==> src/rtl/debounce_pkg.sv <==
// Shared types and limits for the debounce_edge input-conditioning block.
package debounce_pkg;

   typedef enum logic [1:0] {
      ST_LOW   = 2'd0,
      CHK_HIGH = 2'd1,
      ST_HIGH  = 2'd2,
      CHK_LOW  = 2'd3
   } deb_state_t;

   localparam int SYNC_MIN = 2;
   localparam int SYNC_MAX = 4;

endpackage

==> src/rtl/sync_chain.sv <==
// Multi-flop synchronizer for a single asynchronous level; every stage clears on rst.
module sync_chain #(
   parameter int STAGES = 2
) (
   input  logic clk,
   input  logic rst,
   input  logic d,
   output logic q
);

   logic [STAGES-1:0] chain_q;
   logic [STAGES-1:0] chain_d;

   always_comb begin
      chain_d = {chain_q[STAGES-2:0], d};
   end

   always_ff @(posedge clk or posedge rst) begin
      if (rst) begin
         chain_q <= '0;
      end else begin
         chain_q <= chain_d;
      end
   end

   assign q = chain_q[STAGES-1];

endmodule

==> src/rtl/debounce_edge.sv <==
// Synchronizes and debounces a raw level, producing a clean level plus rise/fall pulses.
// Optional accepted-rise counter enabled by defining DEBOUNCE_EDGE_EVT_CNT_EN.
module debounce_edge
   import debounce_pkg::*;
#(
   parameter int SYNC_STAGES   = 2,
   parameter int STABLE_CYCLES = 4,
   parameter int EVT_W         = 8
) (
   input  logic             clk,
   input  logic             rst,
   input  logic             din,
   output logic             q,
   output logic             rise,
   output logic             fall,
   output logic [EVT_W-1:0] evt_cnt
);

   localparam int              CNT_W    = $clog2(STABLE_CYCLES + 1);
   localparam logic [CNT_W-1:0] CNT_LAST = CNT_W'(STABLE_CYCLES - 1);
   localparam logic [CNT_W-1:0] CNT_ONE  = CNT_W'(1);

   if (SYNC_STAGES < SYNC_MIN || SYNC_STAGES > SYNC_MAX) begin : g_bad_sync
      $error("debounce_edge: SYNC_STAGES out of range");
   end
   if (STABLE_CYCLES < 2) begin : g_bad_stable
      $error("debounce_edge: STABLE_CYCLES must be at least 2");
   end

   logic s;

   sync_chain #(
      .STAGES (SYNC_STAGES)
   ) u_sync (
      .clk (clk),
      .rst (rst),
      .d   (din),
      .q   (s)
   );

   deb_state_t       state_q, state_d;
   logic [CNT_W-1:0] cnt_q, cnt_d;
   logic             q_q, q_d;
   logic             rise_q, rise_d;
   logic             fall_q, fall_d;

   // A single opposite sample in a CHK state drops straight back; no partial credit survives.
   always_comb begin
      state_d = state_q;
      cnt_d   = cnt_q;
      rise_d  = 1'b0;
      fall_d  = 1'b0;
      unique case (state_q)
         ST_LOW: begin
            if (s) begin
               state_d = CHK_HIGH;
               cnt_d   = CNT_ONE;
            end
         end
         CHK_HIGH: begin
            if (!s) begin
               state_d = ST_LOW;
               cnt_d   = '0;
            end else if (cnt_q == CNT_LAST) begin
               state_d = ST_HIGH;
               cnt_d   = '0;
               rise_d  = 1'b1;
            end else begin
               cnt_d = cnt_q + CNT_ONE;
            end
         end
         ST_HIGH: begin
            if (!s) begin
               state_d = CHK_LOW;
               cnt_d   = CNT_ONE;
            end
         end
         CHK_LOW: begin
            if (s) begin
               state_d = ST_HIGH;
               cnt_d   = '0;
            end else if (cnt_q == CNT_LAST) begin
               state_d = ST_LOW;
               cnt_d   = '0;
               fall_d  = 1'b1;
            end else begin
               cnt_d = cnt_q + CNT_ONE;
            end
         end
         default: begin
            state_d = ST_LOW;
            cnt_d   = '0;
         end
      endcase
      q_d = (state_d == ST_HIGH) || (state_d == CHK_LOW);
   end

   always_ff @(posedge clk or posedge rst) begin
      if (rst) begin
         state_q <= ST_LOW;
         cnt_q   <= '0;
         q_q     <= 1'b0;
         rise_q  <= 1'b0;
         fall_q  <= 1'b0;
      end else begin
         state_q <= state_d;
         cnt_q   <= cnt_d;
         q_q     <= q_d;
         rise_q  <= rise_d;
         fall_q  <= fall_d;
      end
   end

   assign q    = q_q;
   assign rise = rise_q;
   assign fall = fall_q;

`ifdef DEBOUNCE_EDGE_EVT_CNT_EN
   logic [EVT_W-1:0] evt_cnt_q, evt_cnt_d;

   // Counts on the same edge that raises rise, so evt_cnt and rise change together.
   always_comb begin
      evt_cnt_d = evt_cnt_q;
      if (rise_d) begin
         evt_cnt_d = evt_cnt_q + EVT_W'(1);
      end
   end

   always_ff @(posedge clk or posedge rst) begin
      if (rst) begin
         evt_cnt_q <= '0;
      end else begin
         evt_cnt_q <= evt_cnt_d;
      end
   end

   assign evt_cnt = evt_cnt_q;
`else
   assign evt_cnt = '0;
`endif

endmodule

==> config.mk <==
export PLATFORM = sky130hd
export DESIGN_NAME = debounce_edge
export DESIGN_NICKNAME = d
export VERILOG_FILES = /design/src/rtl/debounce_pkg.sv /design/src/rtl/sync_chain.sv /design/src/rtl/debounce_edge.sv
export SDC_FILE = /design/constraint.sdc
export NUM_CORES = 1
export LEC_CHECK = 0
export ABC_AREA = 1
export CAP_MARGIN = 20
export CORE_MARGIN = 3
export CORE_UTILIZATION = 27
export DETAILED_ROUTE_END_ITERATION = 8
export DONT_BUFFER_PORTS = 1
export GPL_TIMING_DRIVEN = 0
export PLACE_DENSITY = 0.44
export SLEW_MARGIN = 30
export SYNTH_ARGS = -nofsm -noshare
export SYNTH_HDL_FRONTEND = slang
export SYNTH_HIERARCHICAL = 1
export SYNTH_SLANG_ARGS = --single-unit
==> constraint.sdc <==
create_clock -name clk -period 1.05 [get_ports clk]
set_clock_uncertainty 0.15 [all_clocks]
set_input_delay 0.21 -clock clk [delete_from_list [all_inputs] [get_ports clk]]
set_output_delay 0.21 -clock clk [all_outputs]
set_load 0.01 [all_outputs]
==> results of run 1 <==
==> layout make-up <==
type / instances / area share
buffer: 8 / 0.102
clock buffer: 4 / 0.0448
inverter: 7 / 0.0448
multi-input combinational: 33 / 0.328
sequential: 9 / 0.388
tap: 15 / 0.0320
timing repair buffer: 4 / 0.0597
==> layout by cell type (no fill, tap or decap) <==
cell            n
buf_4          10
conb_1          8
dfrtp_1         7
nand2_1         6
nor2_1          4
inv_1           4
inv_2           3
nand2_4         3
clkbuf_4        3
nor2_2          2
nand3_1         2
nand4_1         2
dlygate4sd3_1   2
dfrtp_2         2
nand3_2         1
nand2_2         1
o21ai_1         1
nor2_4          1
a21oi_2         1
ha_2            1
clkbuf_1        1
==> what timing repair did <==
item                                    in CTS  in global routing
endpoints found under the hold margin       10                  0
pin swaps                                    6                  4
setup buffers                                1                  1
hold buffers                                 2                  0
gates resized for setup                      8                  3
cloned                                       0                  0
endpoints found under the setup margin       8                 10
==> critical path: cells and delay by family (launching register included) <==
kind / cells / cell delay (ns)
DFF: 1 / 0.36
adders and majority gates: 1 / 0.18
and+or+nand+nor: 3 / 0.24
buffers and inverters: 1 / 0.05
AOI/OAI and AO/OA: 1 / 0.05
==> cells by family (layout without fill, tap and decap cells) <==
group,Yosys count,count (layout),synth area share
and+or+nand+nor,22,22,0.229
buffers and inverters,15,23,0.195
DFF,9,9,0.508
AOI/OAI and AO/OA,2,2,0.0311
adders and majority gates,1,1,0.0282
other,1,8,0.00847
==> registers in the layout (all words and copies together) (netlist names) <==
| register | cells |
|---|---|
| u_sync/chain_q | 2 |
| fall | 1 |
| state_q | 2 |
| rise | 1 |
| cnt_q | 3 |
==> per-layer routing <==
metal / vias to the layer above / track usage
met5: - / 0
met4: 0 / 0.0511
met3: 2 / 0.0703
met2: 12 / 0.118
met1: 141 / 0.111
li1: 166 / -
==> path summary, 6_finish.rpt <==
| path | slack (ns) | startpoint | to | depth (start not counted) |
|---|---|---|---|---|
| min in group clk | 0.20 | u_sync/chain_q[0] | u_sync/chain_q[1] | 0 |
| worst max register to register | -0.09 | cnt_q[0] | state_q[1] | 6 |
| worst max-delay path | -0.09 | cnt_q[0] | state_q[1] | 6 |
| worst min register to register | 0.20 | u_sync/chain_q[0] | u_sync/chain_q[1] | 0 |
| max in group asynchronous | 0.33 | rst | state_q[1] | 2 |
| worst min-delay path | 0.11 | rst | u_sync/chain_q[0] | 2 |
==> power groups by stage <==
stage	Sequential [mW]	Clock, mW	Combinational, mW
6_report	0.549	0.265	0.434
3_3_place_gp	0.551	0	0.294
2_1_floorplan	0.527	0	0.258
3_5_place_dp	0.550	0	0.296
4_1_cts	0.549	0.280	0.401
5_1_grt	0.565	0.316	0.494
==> run summary, run 1 <==
status: complete, but fails checks
failing checks: setup timing
Sw Pwr: 470 µW
final worst path period need: 1.14 ns
initial antenna violation count: 0
post-DR vias/cell: 4.01
Final Hold Vio Count: 0
CP cell instances: ha_2 > inv_2 > nor2_2 > nand2_2 > nand2_1 > o21ai_1
final setup vio count: 8
clock power share: 0.212
CTS Root Cell: clkbuf_4
DR WL met3: 82 µm
logic gate share of total power: 0.348
TNS Setup: -0.419 ns
WP data required: 1.05 ns
largest net degree at the start of global routing: 8
Reg area: 228 µm²
Synth Instances: 50
GRT Total Usage: 0.0932
post-route cell area: 587 µm²
Slew Limit Fails: 0
DRT Wirelength: 771 µm
Wirelength per Cell: 9.64 µm
total of max-cap violations: 0
Placed Area: 490 µm²
count of TritonRoute iterations in the first routing pass: 4
share of the synthesized area in the top cell type: 0.508
RSZ-0062 raised after global routing: true
Worst Setup End Kind: register
count of non-filler cells in the finished layout: 80
Die Y: 46.5 µm
Initial Util: 0.313
Post-synth top cells: dfrtp_1 (9), buf_4 (8), nand2_1 (7), inv_1 (6), nor2_1 (6)
Main synth FF type: dfrtp_1
Async S/R FF share, synth: 1.00
First DRT Iteration DRCs: 6
final worst setup slack: -0.0931 ns
total power draw: 1.25 mW
Arr. time, crit path: 1.14 ns
FMAX: 875 MHz
Worst path slowest cell: dfrtp_1
PortBufs: 0
clock transition at the registers of the reported paths: 0.06 ns
share of cells above drive strength 1: 0.431
most common cell in the netlist: dfrtp_1
Die X-Extent: 46.5 µm
DP Cell Count: 72
Antenna Cells: 0
Int Pwr: 778 µW
Reg power frac: 0.440
Syn-to-layout area delta: 32.5%
Layout Utilization: 0.415
critical path startpoint category: register
clock latency on the worst-skew pair: 0.26 ns
Cell Area, Synth: 443 µm²
DR WL met2: 339 µm
placer congestion estimate: 0.743
Core ar.: 0.00142 mm²
top layer in use: met4
gr ovfl total: 0
Post-synth EDFFs: 0
CP Max Fanout: 5
Crit Path Category: reg2reg
Core Rows: 13
Multi-input gate area: 193 µm²
post-route clock period utilization: 1.09
Die ar.: 0.00216 mm²
H-tree Lvls: 1
DPL Wire Length: 523 µm
Mean Syn Cell Area: 8.86 µm²
highest ir drop seen on vdd: 1.35 mV
#FFs+latches synth: 9
Seq/Total Area, Yosys: 0.508
dominant cells by area after synthesis: dfrtp_1 (51%), buf_4 (14%), nand2_1 (5.9%)
Switching Share: 0.376
min-delay worst type: in2async
power per cell area: 2130 mW/mm²
count of cell types in the netlist: 14
global-route wire length before repair: 1300 µm
CP peak stage delay: 0.36 ns
Routed Antenna Nets: 0
worst hold slack: 0.105 ns
Yosys top cell by area: dfrtp_1
I/O Pins: 14
YS warnings: 6
post-place setup slack: -0.187 ns
number of global-route vias before repair: 288
CTS tree: yes
nets@finish: 70
WL met1: 338 µm
drt drc: 0
CTS buffer count: 3
clock sink count: 9
DR vias: 321
worst-case clock buffer depth: 2
leakage: 0.313 nW
layout filler cell count: 145
Power figures use the tool's default switching activity.
==> run 2: changes to the inputs <==
Settings changed: TNS_END_PERCENT from default to 5.
==> run 2 against run 1 <==
  * Critical path depth did not move
  * Setup slack improved by 0.020 ns
  * The run still ends with setup timing left
  * Via count fell by 1.6%
  * Critical path type unchanged
  * Die area did not move
  * Utilization fell by 2.0 points
  * Global-route usage fell by 1.0 points
  * Clock-buffer cell count did not move
  * Non-clock buffer count did not move
  * Cell count did not move
  * Highest routed layer unchanged
  * Combinational power fell by 12%
  * Sequential cell count did not move
  * Routed wire length fell by 5.1%
==> run summary, run 2 (synthesis results as in run 1) <==
leakage: 0.302 nW (was 0.313 nW)
biggest regs: cnt_q (3), state_q (2), u_sync/chain_q (2) (unchanged)
CP Max Fanout: 5 (unchanged)
Placed Area: 490 µm² (unchanged)
Core Rows: 13 (unchanged)
min-delay worst type: in2async (unchanged)
final setup vio count: 8 (unchanged)
Routed Antenna Nets: 0 (unchanged)
Syn-to-layout area delta: 26.0% (was 32.5%)
final worst setup slack: -0.0733 ns (was -0.0931 ns)
Reg area: 226 µm² (was 228 µm²)
gr ovfl total: 0 (unchanged)
delay-heaviest family, CP: flip-flops (unchanged)
DP Cell Count: 72 (unchanged)
clock latency on the worst-skew pair: 0.26 ns (about the same)
status: complete, but fails checks (unchanged)
CP cell instances: ha_2 > inv_2 > nor2_2 > nand2_2 > nand2_1 > o21ai_1 (unchanged)
CP peak stage delay: 0.35 ns (was 0.36 ns)
flop-to-flop setup slack: -0.07 ns (was -0.09 ns)
Final Hold Vio Count: 0 (unchanged)
Initial Util: 0.313 (unchanged)
Worst path slowest cell: dfrtp_1 (unchanged)
worst path bufs/invs: 1 (unchanged)
Die ar.: 0.00216 mm² (unchanged)
Slew Limit Fails: 0 (unchanged)
DRT Wirelength: 732 µm (was 771 µm)
failing checks: setup timing (unchanged)
First DRT Iteration DRCs: 4 (was 6)
H-tree Lvls: 1 (unchanged)
I/O Pins: 14 (unchanged)
CTS buffer count: 3 (unchanged)
share of cells above drive strength 1: 0.385 (was 0.431)
cells on worst reg2reg path: 6 (unchanged)
WP data required: 1.05 ns (about the same)
Core ar.: 0.00142 mm² (unchanged)
RSZ-0062 raised after global routing: true (unchanged)
Worst R2R Start: cnt_q[1] (was cnt_q[0])
placer congestion estimate: 0.785 (was 0.743)
Die X-Extent: 46.5 µm (unchanged)
worst-case clock buffer depth: 2 (unchanged)
CTS tree: yes (unchanged)
final worst path period need: 1.12 ns (was 1.14 ns)
DR vias: 316 (was 321)
initial antenna violation count: 0 (unchanged)
FMAX: 890 MHz (was 875 MHz)
count of TritonRoute iterations in the first routing pass: 4 (unchanged)
critical path startpoint category: register (unchanged)
Arr. time, crit path: 1.12 ns (was 1.14 ns)
post-route clock period utilization: 1.07 (was 1.09)
Antenna Cells: 0 (unchanged)
Wirelength per Cell: 9.15 µm (was 9.64 µm)
count of non-filler cells in the finished layout: 80 (unchanged)
CTS Root Cell: clkbuf_4 (unchanged)
highest ir drop seen on vdd: 1.12 mV (was 1.35 mV)
most frequent cells in the layout: buf_4 (10), conb_1 (8), dfrtp_1 (8) (was buf_4 (10), conb_1 (8), dfrtp_1 (7))
Largest Register: cnt_q (unchanged)
clock transition at the registers of the reported paths: 0.06 ns (about the same)
max reg flops: 3 (unchanged)
drt drc: 0 (unchanged)
global-route wire length before repair: 1140 µm (was 1300 µm)
DPL Wire Length: 568 µm (was 523 µm)
post-DR vias/cell: 3.95 (was 4.01)
layout filler cell count: 145 (unchanged)
r2r endpoint: state_q[1] (unchanged)
Crit Path Category: reg2reg (unchanged)
clock sink count: 9 (unchanged)
largest net degree at the start of global routing: 8 (unchanged)
post-place setup slack: -0.175 ns (was -0.187 ns)
Worst Setup End Kind: register (unchanged)
GRT Total Usage: 0.0829 (was 0.0932)
number of global-route vias before repair: 263 (was 288)
nets@finish: 70 (unchanged)
Die Y: 46.5 µm (unchanged)
total power draw: 1.18 mW (was 1.25 mW)
worst hold slack: 0.112 ns (was 0.105 ns)
PortBufs: 0 (unchanged)
Multi-input gate area: 165 µm² (was 193 µm²)
total of max-cap violations: 0 (unchanged)
post-route cell area: 558 µm² (was 587 µm²)
power per cell area: 2110 mW/mm² (was 2130 mW/mm²)
most common cell after layout, fill and taps aside: buf_4 (unchanged)
-- run 2: worst max path at each step --
stage	end	from	cells after the start	slack, ns
2_1_floorplan	state_q[1]	cnt_q[0]	6	-0.1
3_3_place_gp	state_q[1]	cnt_q[0]	6	-0.18
3_5_place_dp	state_q[1]	cnt_q[0]	6	-0.17
4_1_cts	state_q[1]	cnt_q[0]	6	-0.09
5_1_grt	state_q[1]	cnt_q[1]	6	-0.14
6_report	state_q[1]	cnt_q[1]	6	-0.07
-- run 2: layout make-up --
cell class                      count  area share
Sequential cell                     9       0.406
Multi-Input combinational cell     33       0.296
Buffer                              8       0.108
Timing Repair Buffer                4      0.0628
Clock buffer                        4      0.0471
Inverter                            7      0.0471
Tap cell                           15      0.0336
-- run 2: per-layer routing --
metal	vias to the layer above	GRT usage	routed length (µm)
li1	166	-	-
met5	-	0	0
met3	2	0.0469	63
met4	0	0.0682	10
met2	11	0.104	329
met1	137	0.0993	329
-- run 2: repair_timing --
action	4_1_cts	5_1_grt
hold buffers	2	0
setup endpoints to repair	8	8
hold endpoints to repair	10	0
pin swaps	2	3
gates resized for setup	4	1
cloned	0	0
buffers inserted	1	1
-- run 2: metrics by stage --
| step | utilization | TNS, ns |
|---|---|---|
| 2_1_floorplan | - | -0.281 |
| 3_3_place_gp | 0.347 | -0.820 |
| 3_5_place_dp | 0.347 | -0.806 |
| 4_1_cts | 0.389 | -0.348 |
| 5_1_grt | 0.394 | -0.803 |
| 6_report | 0.394 | -0.275 |
-- run 2: report_power, final --
part | switching [mW] | leakage, nW | total [mW] | internal, mW
clock network | 0.116 | 0.0150 | 0.263 | 0.146
logic | 0.204 | 0.174 | 0.380 | 0.175
registers | 0.102 | 0.113 | 0.536 | 0.434
==> run 3: changes to the inputs <==
Settings changed: CORE_MARGIN 3 to 4.
==> run 3 against run 2 <==
  * The run still ends with setup timing left
  * Sequential power about the same
  * Fmax down 2.4%
  * First-iteration DRC count is 50% higher
  * Setup slack lost 0.028 ns
  * Cell count did not move
  * Combinational power is 8.4% lower
  * Non-clock buffer count fell by 1
  * Cell area decreased by 0.90%
  * Critical path depth is the same
  * Worst hold slack worse by 0.012 ns
  * Highest routed layer unchanged
==> run summary, run 3 (synthesis results as in run 1) <==
Worst R2R Start: cnt_q[1] (unchanged)
nets@finish: 69 (was 70)
min-delay worst type: in2async (unchanged)
worst-case clock buffer depth: 2 (unchanged)
largest net degree at the start of global routing: 8 (unchanged)
Worst Setup EP: state_q[1] (unchanged)
layout filler cell count: 157 (was 145)
Placed Area: 492 µm² (was 490 µm²)
Die Y: 48.5 µm (was 46.5 µm)
Core ar.: 0.00152 mm² (was 0.00142 mm²)
DR vias: 322 (was 316)
CTS tree: yes (unchanged)
CTS buffer count: 3 (unchanged)
initial antenna violation count: 0 (unchanged)
biggest regs: cnt_q (3), state_q (2), u_sync/chain_q (2) (unchanged)
leakage: 0.302 nW (about the same)
max reg flops: 3 (unchanged)
most frequent cells in the layout: buf_4 (9), conb_1 (8), dfrtp_1 (8) (was buf_4 (10), conb_1 (8), dfrtp_1 (8))
most common cell after layout, fill and taps aside: buf_4 (unchanged)
critical path startpoint category: register (unchanged)
CP Max Fanout: 5 (unchanged)
Largest Register: cnt_q (unchanged)
drt drc: 0 (unchanged)
post-route cell area: 553 µm² (was 558 µm²)
TNS Setup: -0.341 ns (was -0.275 ns)
Routed Antenna Nets: 0 (unchanged)
WP depth: 6 (unchanged)
post-route clock period utilization: 1.10 (was 1.07)
CTS Root Cell: clkbuf_4 (unchanged)
FMAX: 869 MHz (was 890 MHz)
Wirelength per Cell: 9.10 µm (was 9.15 µm)
Worst path slowest cell: dfrtp_1 (unchanged)
Crit Path Category: reg2reg (unchanged)
post-place setup slack: -0.186 ns (was -0.175 ns)
met3 Use GR: 0.0337 (was 0.0469)
H-tree Lvls: 1 (unchanged)
final worst setup slack: -0.101 ns (was -0.0733 ns)
count of TritonRoute iterations in the first routing pass: 2 (was 4)
worst path bufs/invs: 1 (unchanged)
failing checks: setup timing (unchanged)
met2 Use GR: 0.0978 (was 0.104)
Final Hold Vio Count: 0 (unchanged)
global-route wire length before repair: 1260 µm (was 1140 µm)
clock transition at the registers of the reported paths: 0.07 ns (was 0.06 ns)
gr ovfl total: 0 (unchanged)
WP data required: 1.06 ns (was 1.05 ns)
total power draw: 1.16 mW (was 1.18 mW)
share of cells above drive strength 1: 0.375 (was 0.385)
CP peak stage delay: 0.36 ns (was 0.35 ns)
clock sink count: 9 (unchanged)
PortBufs: 0 (unchanged)
First DRT Iteration DRCs: 6 (was 4)
post-DR vias/cell: 4.03 (was 3.95)
GR Util met1: 0.0787 (was 0.0993)
DRT Wirelength: 728 µm (was 732 µm)
CP cell instances: ha_2 > inv_2 > nor2_2 > nand2_2 > nand2_1 > o21ai_1 (unchanged)
Initial Util: 0.291 (was 0.313)
Core Rows: 14 (was 13)
cells on worst reg2reg path: 6 (unchanged)
final worst path period need: 1.15 ns (was 1.12 ns)
total of max-cap violations: 0 (unchanged)
Die X-Extent: 48.5 µm (was 46.5 µm)
worst hold slack: 0.100 ns (was 0.112 ns)
clock latency on the worst-skew pair: 0.26 ns (about the same)
Syn-to-layout area delta: 24.9% (was 26.0%)
GRT Total Usage: 0.0712 (was 0.0829)
Slew Limit Fails: 0 (unchanged)
power per cell area: 2100 mW/mm² (was 2110 mW/mm²)
RSZ-0062 raised after global routing: true (unchanged)
placer congestion estimate: 0.692 (was 0.785)
flop-to-flop setup slack: -0.10 ns (was -0.07 ns)
Arr. time, crit path: 1.16 ns (was 1.12 ns)
number of global-route vias before repair: 311 (was 263)
I/O Pins: 14 (unchanged)
Antenna Cells: 0 (unchanged)
Worst Setup End Kind: register (unchanged)
DPL Wire Length: 535 µm (was 568 µm)
r2r endpoint: state_q[1] (unchanged)
final setup vio count: 8 (unchanged)
highest ir drop seen on vdd: 0.922 mV (was 1.12 mV)
status: complete, but fails checks (unchanged)
GR peak layer: met2 (unchanged)
delay-heaviest family, CP: flip-flops (unchanged)
Die ar.: 0.00235 mm² (was 0.00216 mm²)
Critical path origin: cnt_q[1] (unchanged)
-- run 3: changes by cell type in the layout (fill, tap and decap cells not counted), sizes merged --
cell | previous run | this run
buf | 10 | 9
clkbuf | 4 | 3
clkinv | 0 | 1
-- run 3: timing repair --
action / in CTS / in global routing
hold buffers: 2 / 0
resized for setup: 4 / 0
pin swaps: 4 / 3
buffers inserted: 1 / 0
endpoints found under the setup margin: 8 / 10
endpoints found under the hold margin: 10 / 0
-- run 3: worst min-delay path by stage --
stage | to | slack [ns] | cells past startpoint
2_1_floorplan | u_sync/chain_q[0] | -0.20 | 1
3_3_place_gp | u_sync/chain_q[0] | -0.19 | 1
3_5_place_dp | u_sync/chain_q[0] | -0.19 | 1
4_1_cts | u_sync/chain_q[0] | 0.09 | 2
5_1_grt | u_sync/chain_q[1] | 0.12 | 2
6_report | u_sync/chain_q[0] | 0.10 | 2
-- run 3: layout make-up --
type	count	area (µm²)	area share
Buffer	8	60.1	0.109
Clock buffer	3	22.5	0.0407
Clock inverter	1	5.00	0.00905
Inverter	7	26.3	0.0475
Multi-Input combinational cell	33	165	0.299
Sequential cell	9	226	0.410
Tap cell	16	20.0	0.0362
Timing Repair Buffer	3	27.5	0.0498
-- run 3: worst register-to-register path, delay by kind of cell (launching register included) --
kind	cells	cell delay, ns
flip-flops	1	0.36
AO/OA/AOI/OAI	1	0.05
adder cells (fa/ha/maj)	1	0.18
AND/OR/NAND/NOR	3	0.26
buffers and inverters	1	0.05
-- run 3: power by group --
part	switching [mW]	internal, mW
Sequential	0.105	0.433
Clock	0.134	0.141
Combinational	0.196	0.152
-- run 3: routing by layer --
metal | up-vias | wire length (µm)
li1 | 167 | -
met1 | 138 | 322
met2 | 13 | 295
met3 | 4 | 77
met4 | 0 | 32
met5 | - | 0
-- run 3: per-stage QoR --
step | cells | util
after global placement | 73 | 0.323
after detailed placement | 73 | 0.323
after floorplan | 57 | -
final | 80 | 0.363
after CTS | 80 | 0.363
after global routing | 80 | 0.363
